==> src/rtl/tsp_pkg.sv <==
// Shared TS-path definitions: packet geometry, arbiter state encoding and the
// round-robin winner search used by the output arbiter and pump sequencing.
package tsp_pkg;

    localparam int         PACK_BYTE_SIZE = 188;
    localparam logic [7:0] TS_SYNC_BYTE   = 8'h47;

    // Upper bound on sources handled by rr_pick; the request vector is zero-extended to it.
    localparam int RR_MAX_SRC = 32;
    localparam int RR_SEL_W   = 5;

    typedef enum logic [0:0] {
        HUNT   = 1'b0,
        PACKET = 1'b1
    } state_t;

    // Scan last+1 .. n-1, then 1 .. last; index 0 is the fallback when nobody asks.
    function automatic int rr_pick(input logic [RR_MAX_SRC-1:0] req,
                                   input int                    last,
                                   input int                    n);
        int                  win;
        int                  cand;
        logic                found;
        logic [RR_SEL_W-1:0] sel;
        win   = 0;
        found = 1'b0;
        for (int k = 1; k < RR_MAX_SRC; k++) begin
            cand = (last + k >= n) ? (last + k - n + 1) : (last + k);
            sel  = RR_SEL_W'(cand);
            if (!found && (k < n) && req[sel]) begin
                win   = cand;
                found = 1'b1;
            end else begin
                win   = win;
            end
        end
        return win;
    endfunction

endpackage

==> src/rtl/rr_arbiter.sv <==
// Round-robin picker: combinational winner search over req[NUM_SRC-1:1] with a
// registered last-winner pointer that advances only when a replacer is taken.
module rr_arbiter
    import tsp_pkg::*;
#(
    parameter int NUM_SRC = 10,
    parameter int IDX_W   = 4
) (
    input  logic               clk,
    input  logic               rst,
    input  logic [NUM_SRC-1:0] req,
    input  logic               update,
    output logic [IDX_W-1:0]   win_idx
);

    logic [RR_MAX_SRC-1:0] req_ext_s;
    logic [IDX_W-1:0]      last_r;

    // Winner search against the current pointer.
    always_comb begin
        req_ext_s              = {RR_MAX_SRC{1'b0}};
        req_ext_s[NUM_SRC-1:0] = req;
        win_idx                = IDX_W'(rr_pick(req_ext_s, int'(last_r), NUM_SRC));
    end

    // Last-winner pointer; source 0 wins never move it.
    always_ff @(posedge clk) begin
        if (rst) begin
            last_r <= {IDX_W{1'b0}};
        end else if (update && (win_idx != {IDX_W{1'b0}})) begin
            last_r <= win_idx;
        end else begin
            last_r <= last_r;
        end
    end

endmodule

==> src/rtl/ts_out_arbiter.sv <==
// Packet-boundary arbiter sharing one TS output byte lane between NUM_SRC streams;
// ownership changes only on a sync byte and lasts one full packet.
module ts_out_arbiter #(
    parameter int NUM_SRC        = 10,
    parameter int IDX_W          = 4,
    parameter int PACK_BYTE_SIZE = tsp_pkg::PACK_BYTE_SIZE,
    parameter int ERR_CNT_W      = 16
) (
    input  logic                 clk,
    input  logic                 rst,
    input  logic [NUM_SRC-1:0]   src_req,
    input  logic [NUM_SRC-1:0]   src_valid,
    input  logic [NUM_SRC-1:0]   src_sync,
    input  logic [8*NUM_SRC-1:0] src_data,
    output logic [NUM_SRC-1:0]   grant,
    output logic [IDX_W-1:0]     grant_index,
    output logic                 ts_out_valid,
    output logic                 ts_out_sync,
    output logic [7:0]           ts_out,
    output logic                 hunting,
    output logic [ERR_CNT_W-1:0] sync_err_count
);

    import tsp_pkg::*;

    localparam int               CNT_W    = $clog2(PACK_BYTE_SIZE + 1);
    localparam logic [CNT_W-1:0] PKT_LAST = CNT_W'(PACK_BYTE_SIZE);
    localparam logic [CNT_W-1:0] CNT_ONE  = {{(CNT_W-1){1'b0}}, 1'b1};

    state_t                 state_r, state_n;
    logic [NUM_SRC-1:0]     grant_r, grant_n;
    logic [IDX_W-1:0]       gidx_r, gidx_n;
    logic [CNT_W-1:0]       cnt_r, cnt_n;
    logic                   out_valid_r, out_valid_n;
    logic                   out_sync_r, out_sync_n;
    logic [7:0]             out_data_r, out_data_n;
    logic                   hunting_r;
    logic [ERR_CNT_W-1:0]   err_r;
    logic                   err_inc_s;
    logic                   take_s;
    logic [IDX_W-1:0]       win_idx_s;
    logic                   own_valid_s, own_sync_s;
    logic [7:0]             own_data_s;
    logic                   win_valid_s, win_sync_s;
    logic [7:0]             win_data_s;

    rr_arbiter #(
        .NUM_SRC (NUM_SRC),
        .IDX_W   (IDX_W)
    ) u_rr (
        .clk     (clk),
        .rst     (rst),
        .req     (src_req),
        .update  (take_s),
        .win_idx (win_idx_s)
    );

    // Select the current owner's lane and the prospective winner's lane.
    always_comb begin
        own_valid_s = 1'b0;
        own_sync_s  = 1'b0;
        own_data_s  = 8'h00;
        win_valid_s = 1'b0;
        win_sync_s  = 1'b0;
        win_data_s  = 8'h00;
        for (int k = 0; k < NUM_SRC; k++) begin
            if (gidx_r == IDX_W'(k)) begin
                own_valid_s = src_valid[k];
                own_sync_s  = src_sync[k];
                own_data_s  = src_data[8*k +: 8];
            end else begin
                own_valid_s = own_valid_s;
            end
            if (win_idx_s == IDX_W'(k)) begin
                win_valid_s = src_valid[k];
                win_sync_s  = src_sync[k];
                win_data_s  = src_data[8*k +: 8];
            end else begin
                win_valid_s = win_valid_s;
            end
        end
    end

    // Packet framing, boundary detection and next output byte.
    always_comb begin
        state_n     = state_r;
        grant_n     = grant_r;
        gidx_n      = gidx_r;
        cnt_n       = cnt_r;
        out_valid_n = 1'b0;
        out_sync_n  = 1'b0;
        out_data_n  = 8'h00;
        err_inc_s   = 1'b0;
        take_s      = 1'b0;
        case (state_r)
            HUNT: begin
                if (src_valid[0] && src_sync[0]) begin
                    take_s = 1'b1;
                end else begin
                    take_s = 1'b0;
                end
            end
            PACKET: begin
                if (own_valid_s) begin
                    if (own_sync_s) begin
                        take_s    = 1'b1;
                        err_inc_s = (cnt_r != PKT_LAST);
                    end else if (cnt_r == PKT_LAST) begin
                        // Overlong packet: drop this byte and resynchronise on source 0.
                        err_inc_s = 1'b1;
                        state_n   = HUNT;
                        grant_n   = {NUM_SRC{1'b0}};
                        gidx_n    = {IDX_W{1'b0}};
                        cnt_n     = {CNT_W{1'b0}};
                    end else begin
                        cnt_n       = cnt_r + CNT_ONE;
                        out_valid_n = 1'b1;
                        out_data_n  = own_data_s;
                    end
                end else begin
                    cnt_n = cnt_r;
                end
            end
            default: begin
                state_n = HUNT;
                grant_n = {NUM_SRC{1'b0}};
                gidx_n  = {IDX_W{1'b0}};
                cnt_n   = {CNT_W{1'b0}};
            end
        endcase
        // A boundary hands the lane to the winner starting with its current byte.
        if (take_s) begin
            state_n     = PACKET;
            gidx_n      = win_idx_s;
            grant_n     = {{(NUM_SRC-1){1'b0}}, 1'b1} << win_idx_s;
            cnt_n       = CNT_ONE;
            out_valid_n = win_valid_s;
            out_sync_n  = win_sync_s & win_valid_s;
            out_data_n  = win_data_s;
        end else begin
            state_n = state_n;
        end
    end

    // State, ownership and output registers.
    always_ff @(posedge clk) begin
        if (rst) begin
            state_r     <= HUNT;
            grant_r     <= {NUM_SRC{1'b0}};
            gidx_r      <= {IDX_W{1'b0}};
            cnt_r       <= {CNT_W{1'b0}};
            out_valid_r <= 1'b0;
            out_sync_r  <= 1'b0;
            out_data_r  <= 8'h00;
            hunting_r   <= 1'b1;
        end else begin
            state_r     <= state_n;
            grant_r     <= grant_n;
            gidx_r      <= gidx_n;
            cnt_r       <= cnt_n;
            out_valid_r <= out_valid_n;
            out_sync_r  <= out_sync_n;
            out_data_r  <= out_data_n;
            hunting_r   <= (state_n == HUNT);
        end
    end

    // Saturating packet-length violation counter.
    always_ff @(posedge clk) begin
        if (rst) begin
            err_r <= {ERR_CNT_W{1'b0}};
        end else if (err_inc_s && (err_r != {ERR_CNT_W{1'b1}})) begin
            err_r <= err_r + {{(ERR_CNT_W-1){1'b0}}, 1'b1};
        end else begin
            err_r <= err_r;
        end
    end

    assign grant          = grant_r;
    assign grant_index    = gidx_r;
    assign ts_out_valid   = out_valid_r;
    assign ts_out_sync    = out_sync_r;
    assign ts_out         = out_data_r;
    assign hunting        = hunting_r;
    assign sync_err_count = err_r;

endmodule

==> config.mk <==
export PLATFORM = sky130hd
export DESIGN_NAME = ts_out_arbiter
export DESIGN_NICKNAME = d
export VERILOG_FILES = /design/src/rtl/tsp_pkg.sv /design/src/rtl/rr_arbiter.sv /design/src/rtl/ts_out_arbiter.sv
export SDC_FILE = /design/constraint.sdc
export NUM_CORES = 1
export LEC_CHECK = 0
export CAP_MARGIN = 20
export CORE_UTILIZATION = 30
export DETAILED_ROUTE_END_ITERATION = 10
export PLACE_DENSITY_LB_ADDON = 0.25
export SKIP_CTS_REPAIR_TIMING = 1
export SYNTH_ARGS = -nofsm -noshare
export SYNTH_HDL_FRONTEND = slang
export SYNTH_SLANG_ARGS = --single-unit
==> constraint.sdc <==
create_clock -name clk -period 14.3 [get_ports clk]
set_input_delay 1.43 -clock clk [delete_from_list [all_inputs] [get_ports clk]]
set_output_delay 1.43 -clock clk [all_outputs]
set_load 0.05 [all_outputs]
==> results_tabular.tex, run 1 <==
\begin{tabular}{lr}
\hline
Metric & Value \\
\hline
\multicolumn{2}{l}{\textbf{Timing}} \\
Final slew viol count & 0 \\
Total negative slack for setup checks & 0 ns \\
Count of final setup violators & 0 \\
Unrepaired setup endpoints after global routing & no \\
Worst-Margin Slew & 0.9180 ns \\
Fin. Hold Viols & 0 \\
Period utilization & 0.4621 \\
Slew HR & 0.3867 \\
Worst hold slack after final layout & 0.4732 ns \\
Final worst path period need & 6.608 ns \\
Maximum frequency from static timing analysis & 151.3 MHz \\
Maximum clock skew at final layout & 0.01301 ns \\
\multicolumn{2}{l}{\textbf{Routing}} \\
Routed WL per cell & 21.46 µm \\
Post-route DRC & 0 \\
Total via count in the routed design & 9886 \\
Final Routed Wirelength & 34410 µm \\
Total length of routed met3 wires & 2644 µm \\
Post-route antenna net violation count & 0 \\
Highest routing layer actually used & met4 \\
Per-cell via count in the routed design & 6.167 \\
Number of DRC markers in iteration 0 & 1411 \\
Met2 routed wirelength & 15590 µm \\
1st-pass router iterations & 6 \\
Met1 layer wirelength in the final routing & 14940 µm \\
\multicolumn{2}{l}{\textbf{Global routing}} \\
Global-route wire length before repair & 52470 µm \\
Number of global-route vias before repair & 9172 \\
Gr usage total & 0.2322 \\
Number of antenna violations at the first check in global routing & 0 \\
Largest net degree at the start of global routing & 56 \\
GRT Residual Overflow & 0 \\
\multicolumn{2}{l}{\textbf{Synthesis}} \\
Number of distinct library cell variants in the gate-level netlist after synthesis & 107 \\
Average cell area after synthesis & 7.347 µm² \\
Top\_reg\_cell synth & dfxtp\_1 \\
Instance count of the mapped netlist & 1134 \\
Number of enable-type register cells in the synthesized netlist & 0 \\
Share of the yosys chip area belonging to registers & 0.1297 \\
Largest cells by area after synthesis & dfxtp\_1, mux2i\_1, nand2\_1, a21oi\_1, ha\_1 \\
Syn nets & 1272 \\
Combined area of all synthesized cells & 8332 µm² \\
Area share of the largest cell type after synthesis & 0.1297 \\
Register bit total from synthesis & 54 \\
Count of yosys warnings during synthesis & 0 \\
Asr flop ratio synth & 0 \\
Library cell with the largest summed area after synthesis & dfxtp\_1 \\
\multicolumn{2}{l}{\textbf{Die}} \\
Die boundary height & 168.7 µm \\
Die width & 168.7 µm \\
Top-level port count & 153 \\
Floorplan die area & 28440 µm² \\
Core region area & 27100 µm² \\
Std cell rows & 60 \\
Initial cell density of the core & 0.3074 \\
\multicolumn{2}{l}{\textbf{Clocking}} \\
Insertion delay to the later sink of the worst-skew pair & 0.30 ns \\
Maximum buffer depth of the clock tree & 2 \\
CTS Buf Count & 5 \\
CTS sink cnt & 54 \\
H-tree depth & 2 \\
TritonCTS clock tree & done \\
Root Driver & clkbuf\_16 \\
Post-CTS clock slew at the launch and capture registers of the worst setup and hold paths & 0.08 ns \\
\multicolumn{2}{l}{\textbf{Final layout}} \\
Final non-filler cell total & 1603 \\
Antenna diode instance count & 0 \\
Post-layout nets & 1368 \\
Final design instance area without fill & 10220 µm² \\
Share of layout cells above drive strength 1 & 0.09098 \\
Area delta synth->final & 22.66\% \\
\multicolumn{2}{l}{\textbf{Worst setup path}} \\
CP required & 14.50 ns \\
Critical-path maximum fanout & 41 \\
Worst path arrival time & 6.81 ns \\
Family of cells with the greatest summed delay on the critical path & compound AO/OA/AOI/OAI gates \\
Startpoint type of the worst setup path & flop \\
Number of buffer and inverter stages on the critical path & 4 \\
Crit. End Element & flop \\
Startpoint-to-endpoint class of the critical path & reg2reg \\
Worst path cell trace & inv\_2 > buf\_4 > ha\_1 > buf\_4 > nor2\_2 > a22oi\_2 > o2bb2ai\_2 > a2111oi\_0 > nor3\_1 > o221ai\_1 > and4\_1 > nand2\_1 > a2111o\_1 > nand2\_2 > buf\_4 > nand2\_1 > o21a\_1 > a221o\_1 \\
Slowest Stage Delay on Critical Path & 0.70 ns \\
Cell seen most often among critical-path stages & buf\_4 \\
Slowest stage cell, crit path & o221ai\_1 \\
\multicolumn{2}{l}{\textbf{Place}} \\
Dpl cells & 1595 \\
Port buffer count & 152 \\
Post-DP HPWL & 25280 µm \\
Placement-stage cell area & 10070 µm² \\
Weighted congestion at the end of routability-driven global placement & 0.9362 \\
\multicolumn{2}{l}{\textbf{Hold path}} \\
Worst min-delay path category & reg2reg \\
\multicolumn{2}{l}{\textbf{Outcome}} \\
Run status & finished clean \\
\multicolumn{2}{l}{\textbf{Flow run}} \\
Number of maximum-capacitance constraint violations & 0 \\
\hline
\end{tabular}
-- per-stage QoR --
stage	worst slack, ns	util
floorplan	9.247	-
global placement	7.933	0.3714
detailed placement	7.834	0.3714
CTS	7.900	0.3771
global route	7.324	0.3771
finish	7.692	0.3771
-- state kept, by name, indices dropped and copies added, names as in the netlist --
name and flops:
hunting 1, ts_out_sync 1, ts_out_valid 1, cnt_r 8
grant 10, sync_err_count 16, ts_out 8, grant_index 4
u_rr.last_r 4, state_r 1
-- worst paths after layout --
check	from	to	slack (ns)	cells after the start
min reg2reg	grant[3]$_SDFFE_PP0P_	grant[3]$_SDFFE_PP0P_	0.47	2
max	u_rr.last_r[0]$_SDFFE_PP0P_	ts_out[2]$_SDFF_PP0_	7.69	18
min	grant[3]$_SDFFE_PP0P_	grant[3]$_SDFFE_PP0P_	0.47	2
max reg2reg	u_rr.last_r[0]$_SDFFE_PP0P_	ts_out[2]$_SDFF_PP0_	7.69	18
-- tightest hold or removal path, cell delays in order (launching register included) --
cell     delay [ns]
dfxtp_1        0.33
nand2_1        0.05
o31ai_1        0.06
-- layout by cell type, fill, tap and decap left out, types with 18 or more instances in the layout --
cell type and count:
a22oi_1 30, nor2b_1 24, inv_1 28, a211oi_1 26
buf_4 23, ha_1 26, o21ai_0 64, nor3_1 28
clkdlybuf4s50_1 152, dfxtp_1 53, xnor2_1 21, nor2_1 79
nand3_1 39, xor2_1 18, mux2i_1 55, nand2_1 117
a21oi_1 66
-- cell usage after synthesis, drive strengths merged, types with 19 or more instances --
cell,number
nand2,118
nor2,81
o21ai,79
a21oi,69
mux2i,55
dfxtp,54
buf,46
clkbuf,40
nand3,39
a22oi,32
inv,30
a211oi,29
nor3,29
ha,26
nor2b,24
xnor2,23
a31oi,19
xor2,19
-- final cells by class --
type                       instances  area (µm²)
fill                            2848       16880
multi-input combinational        964        6711
timing repair buffer             175        1694
sequential                        54        1082
tap                              372       465.4
clock buffer                       5       125.1
inverter                          30       112.6
clock inverter                     3       28.78
-- cell families after synthesis --
kind of cell | Yosys count | synth area share
AOI/OAI and AO/OA | 414 | 0.3682
xor gates and xnor gates | 42 | 0.04685
adders and majority gates | 26 | 0.03904
buffers and inverters | 116 | 0.06623
DFF | 54 | 0.1297
muxes | 74 | 0.09851
and+or+nand+nor | 408 | 0.2514
-- metal layers --
metal	vias up	global-route usage
li1	4543	-
met1	4741	0.3169
met2	511	0.3684
met3	91	0.03110
met4	0	0.09249
met5	-	0
Power of run 1 is left out: the tool's default activity adds up to more than one toggle a clock period on the data nets, which glitch-free logic cannot reach.
==> run 2, diff against run 1 <==
- clock period: 14.3 -> 6.15 ns (I/O delays scaled with it)
==> run 2 against run 1 <==
Cell count rose by 1.4%; design area rose by 1.8%; critical path type unchanged; highest routed layer unchanged; clock skew fell by 0.0014 ns; sequential cell count did not move; maximum frequency rose by 15%; global-route usage rose by 1.2 points; sequential share of layout area fell by 0.18 points.
==> results_tabular.tex, run 2 (same netlist as run 1, synthesis figures left out) <==
\begin{tabular}{lr}
\hline
Metric & Value \\
\hline
\multicolumn{2}{l}{\textbf{Routing}} \\
1st-pass router iterations & 6 (unchanged) \\
Met1 layer wirelength in the final routing & 15040 µm (+0.64\%) \\
Met2 routed wirelength & 16420 µm (+5.3\%) \\
Total via count in the routed design & 10.00k (+1.2\%) \\
Per-cell via count in the routed design & 6.154 (-0.22\%) \\
Number of DRC markers in iteration 0 & 1096 (-22\%) \\
Post-route antenna net violation count & 0 (unchanged) \\
Routed WL per cell & 21.98 µm (+2.4\%) \\
Post-route DRC & 0 (unchanged) \\
Total length of routed met3 wires & 2935 µm (+11\%) \\
Highest routing layer actually used & met4 \\
Final Routed Wirelength & 35720 µm (+3.8\%) \\
\multicolumn{2}{l}{\textbf{Timing}} \\
Final slew viol count & 0 (unchanged) \\
Total negative slack for setup checks & 0 ns (unchanged) \\
Maximum clock skew at final layout & 0.01165 ns (-0.001355 ns) \\
Unrepaired setup endpoints after global routing & no \\
Final worst path period need & 5.741 ns (-0.8665 ns) \\
Crit path setup slack, layout & 0.4087 ns (-7.283 ns) \\
Worst hold slack after final layout & 0.4601 ns (-0.01308 ns) \\
Maximum frequency from static timing analysis & 174.2 MHz (+15\%) \\
Count of final setup violators & 0 (unchanged) \\
Worst-Margin Slew & 0.9936 ns (+0.07552 ns) \\
Fin. Hold Viols & 0 (unchanged) \\
Period utilization & 0.9335 (+0.4715) \\
Slew HR & 0.3363 (-0.05045) \\
\multicolumn{2}{l}{\textbf{Place}} \\
Port buffer count & 152 (unchanged) \\
Worst-case setup slack after placement & 0.4826 ns (-7.352 ns) \\
Post-DP HPWL & 27070 µm (+7.1\%) \\
Weighted congestion at the end of routability-driven global placement & 0.9550 (+2.0\%) \\
\multicolumn{2}{l}{\textbf{Global routing}} \\
Gr usage total & 0.2441 (+0.01188) \\
GRT Residual Overflow & 0 (unchanged) \\
Number of antenna violations at the first check in global routing & 0 (unchanged) \\
Largest net degree at the start of global routing & 69 (+23\%) \\
Number of global-route vias before repair & 9439 (+2.9\%) \\
Global-route wire length before repair & 54610 µm (+4.1\%) \\
\multicolumn{2}{l}{\textbf{Die}} \\
Top-level port count & 153 (unchanged) \\
Core region area & 27100 µm² (unchanged) \\
Floorplan die area & 28440 µm² (unchanged) \\
Die width & 168.7 µm (unchanged) \\
Std cell rows & 60 (unchanged) \\
Initial cell density of the core & 0.3074 (unchanged) \\
Die boundary height & 168.7 µm (unchanged) \\
\multicolumn{2}{l}{\textbf{Clocking}} \\
CTS Buf Count & 5 (unchanged) \\
Maximum buffer depth of the clock tree & 2 (unchanged) \\
H-tree depth & 2 (unchanged) \\
Post-CTS clock slew at the launch and capture registers of the worst setup and hold paths & 0.08 ns (about the same) \\
Insertion delay to the later sink of the worst-skew pair & 0.31 ns (about the same) \\
Root Driver & clkbuf\_16 \\
CTS sink cnt & 54 (unchanged) \\
TritonCTS clock tree & done \\
\multicolumn{2}{l}{\textbf{Final layout}} \\
Layout filler cell count & 2856 (+0.28\%) \\
Most frequent cells in the layout & clkdlybuf4s50\_1, nand2\_1, nor2\_1 \\
Area delta synth->final & 24.82\% \\
Most frequent standard cell in the layout excluding fill and tap cells & clkdlybuf4s50\_1 \\
Number of flip-flops under the largest register name & 16 (unchanged) \\
Share of layout cells above drive strength 1 & 0.1062 (+0.01525) \\
Post-layout nets & 1389 (+1.5\%) \\
\multicolumn{2}{l}{\textbf{Hold path}} \\
Startpoint of the most critical hold path & grant[6]\$\_SDFFE\_PP0P\_ \\
Worst min-delay path category & reg2reg \\
\multicolumn{2}{l}{\textbf{Worst setup path}} \\
Number of buffer and inverter stages on the critical path & 2 (-2) \\
Worst path arrival time & 5.95 ns (-0.86 ns) \\
Startpoint type of the worst setup path & flop \\
Startpoint-to-endpoint class of the critical path & reg2reg \\
CP required & 6.36 ns (-8.14 ns) \\
Launch instance of the worst register-to-register path & u\_rr.last\_r[3]\$\_SDFFE\_PP0P\_ \\
Slowest stage cell, crit path & dfxtp\_1 \\
Family of cells with the greatest summed delay on the critical path & compound AO/OA/AOI/OAI gates \\
Cell seen most often among critical-path stages & buf\_4 \\
Path length in cells of the critical path & 17 (-1) \\
Worst path cell trace & ha\_1 > buf\_4 > nor2b\_1 > or3\_1 > and3\_1 > xnor2\_1 > a2111oi\_4 > o21ai\_2 > and4\_1 > o22a\_1 > a311o\_1 > nand2\_2 > buf\_4 > mux2i\_1 > o221a\_2 > o221ai\_1 > a221o\_1 \\
Crit. End Element & flop \\
R2R Setup Slk & 0.41 ns (-7.28 ns) \\
Critical-path maximum fanout & 18 (-56\%) \\
Launching instance or port of the critical path & u\_rr.last\_r[3]\$\_SDFFE\_PP0P\_ \\
Slowest Stage Delay on Critical Path & 0.63 ns (-0.07 ns) \\
Endpoint of the worst setup timing path & ts\_out[2]\$\_SDFF\_PP0\_ \\
Number of cell instances on the worst register-to-register path & 17 (-1) \\
Capture point of the worst reg-to-reg path & ts\_out[2]\$\_SDFF\_PP0\_ \\
\multicolumn{2}{l}{\textbf{Flow run}} \\
Number of maximum-capacitance constraint violations & 0 (unchanged) \\
\multicolumn{2}{l}{\textbf{Outcome}} \\
Run status & finished clean \\
\hline
\end{tabular}
-- run 2: cell types whose count changed in the layout (fill, tap and decap cells not counted), sizes merged --
cell	delta
diode	+1
buf	+21
bufinv	+1
clkinv	-1
inv	-1
clkinvlp	+1
-- run 2: tightest hold or removal path: cells and delay by family, from the launching register on --
kind               cells  cell delay, ns
and+or+nand+nor        1            0.04
AOI/OAI and AO/OA      1            0.06
DFF                    1            0.33
-- run 2: cell type report --
cell class / instances / area (µm²) / area share
multi-input cells: 964 / 6711 / 0.6453
repair buffers: 196 / 1852 / 0.1781
well taps: 372 / 465.4 / 0.04475
clock inverters: 3 / 48.80 / 0.004692
inverters: 30 / 112.6 / 0.01083
diodes: 1 / 2.502 / 0.0002406
clock buffers: 5 / 125.1 / 0.01203
flip-flops and latches: 54 / 1082 / 0.1041
-- run 2: worst min-delay path by stage --
| stage | depth (start not counted) | slack [ns] | to |
|---|---|---|---|
| finish | 2 | 0.46 | grant[6]$_SDFFE_PP0P_ |
| global placement | 2 | 0.44 | grant[8]$_SDFFE_PP0P_ |
| global route | 1 | 0.48 | grant[9]$_SDFFE_PP0P_ |
| CTS | 2 | 0.46 | grant[8]$_SDFFE_PP0P_ |
| floorplan | 2 | 0.47 | cnt_r[6]$_SDFFE_PP0P_ |
| detailed placement | 2 | 0.45 | grant[3]$_SDFFE_PP0P_ |
-- run 2: layer usage --
metal  track usage  vias up
met5             0        -
met3       0.03881       99
met4       0.09723        0
li1              -     4579
met2        0.3965      520
met1        0.3220     4802
-- run 2: metrics by stage --
step / util / instance area, µm² / cells
finish: 0.3837 / 10400 / 1625
global placement: 0.3772 / 10220 / 1616
CTS: 0.3837 / 10400 / 1624
detailed placement: 0.3772 / 10220 / 1616
global route: 0.3837 / 10400 / 1624
floorplan: - / 8332 / 1134
Power of run 2 is left out for the same reason.
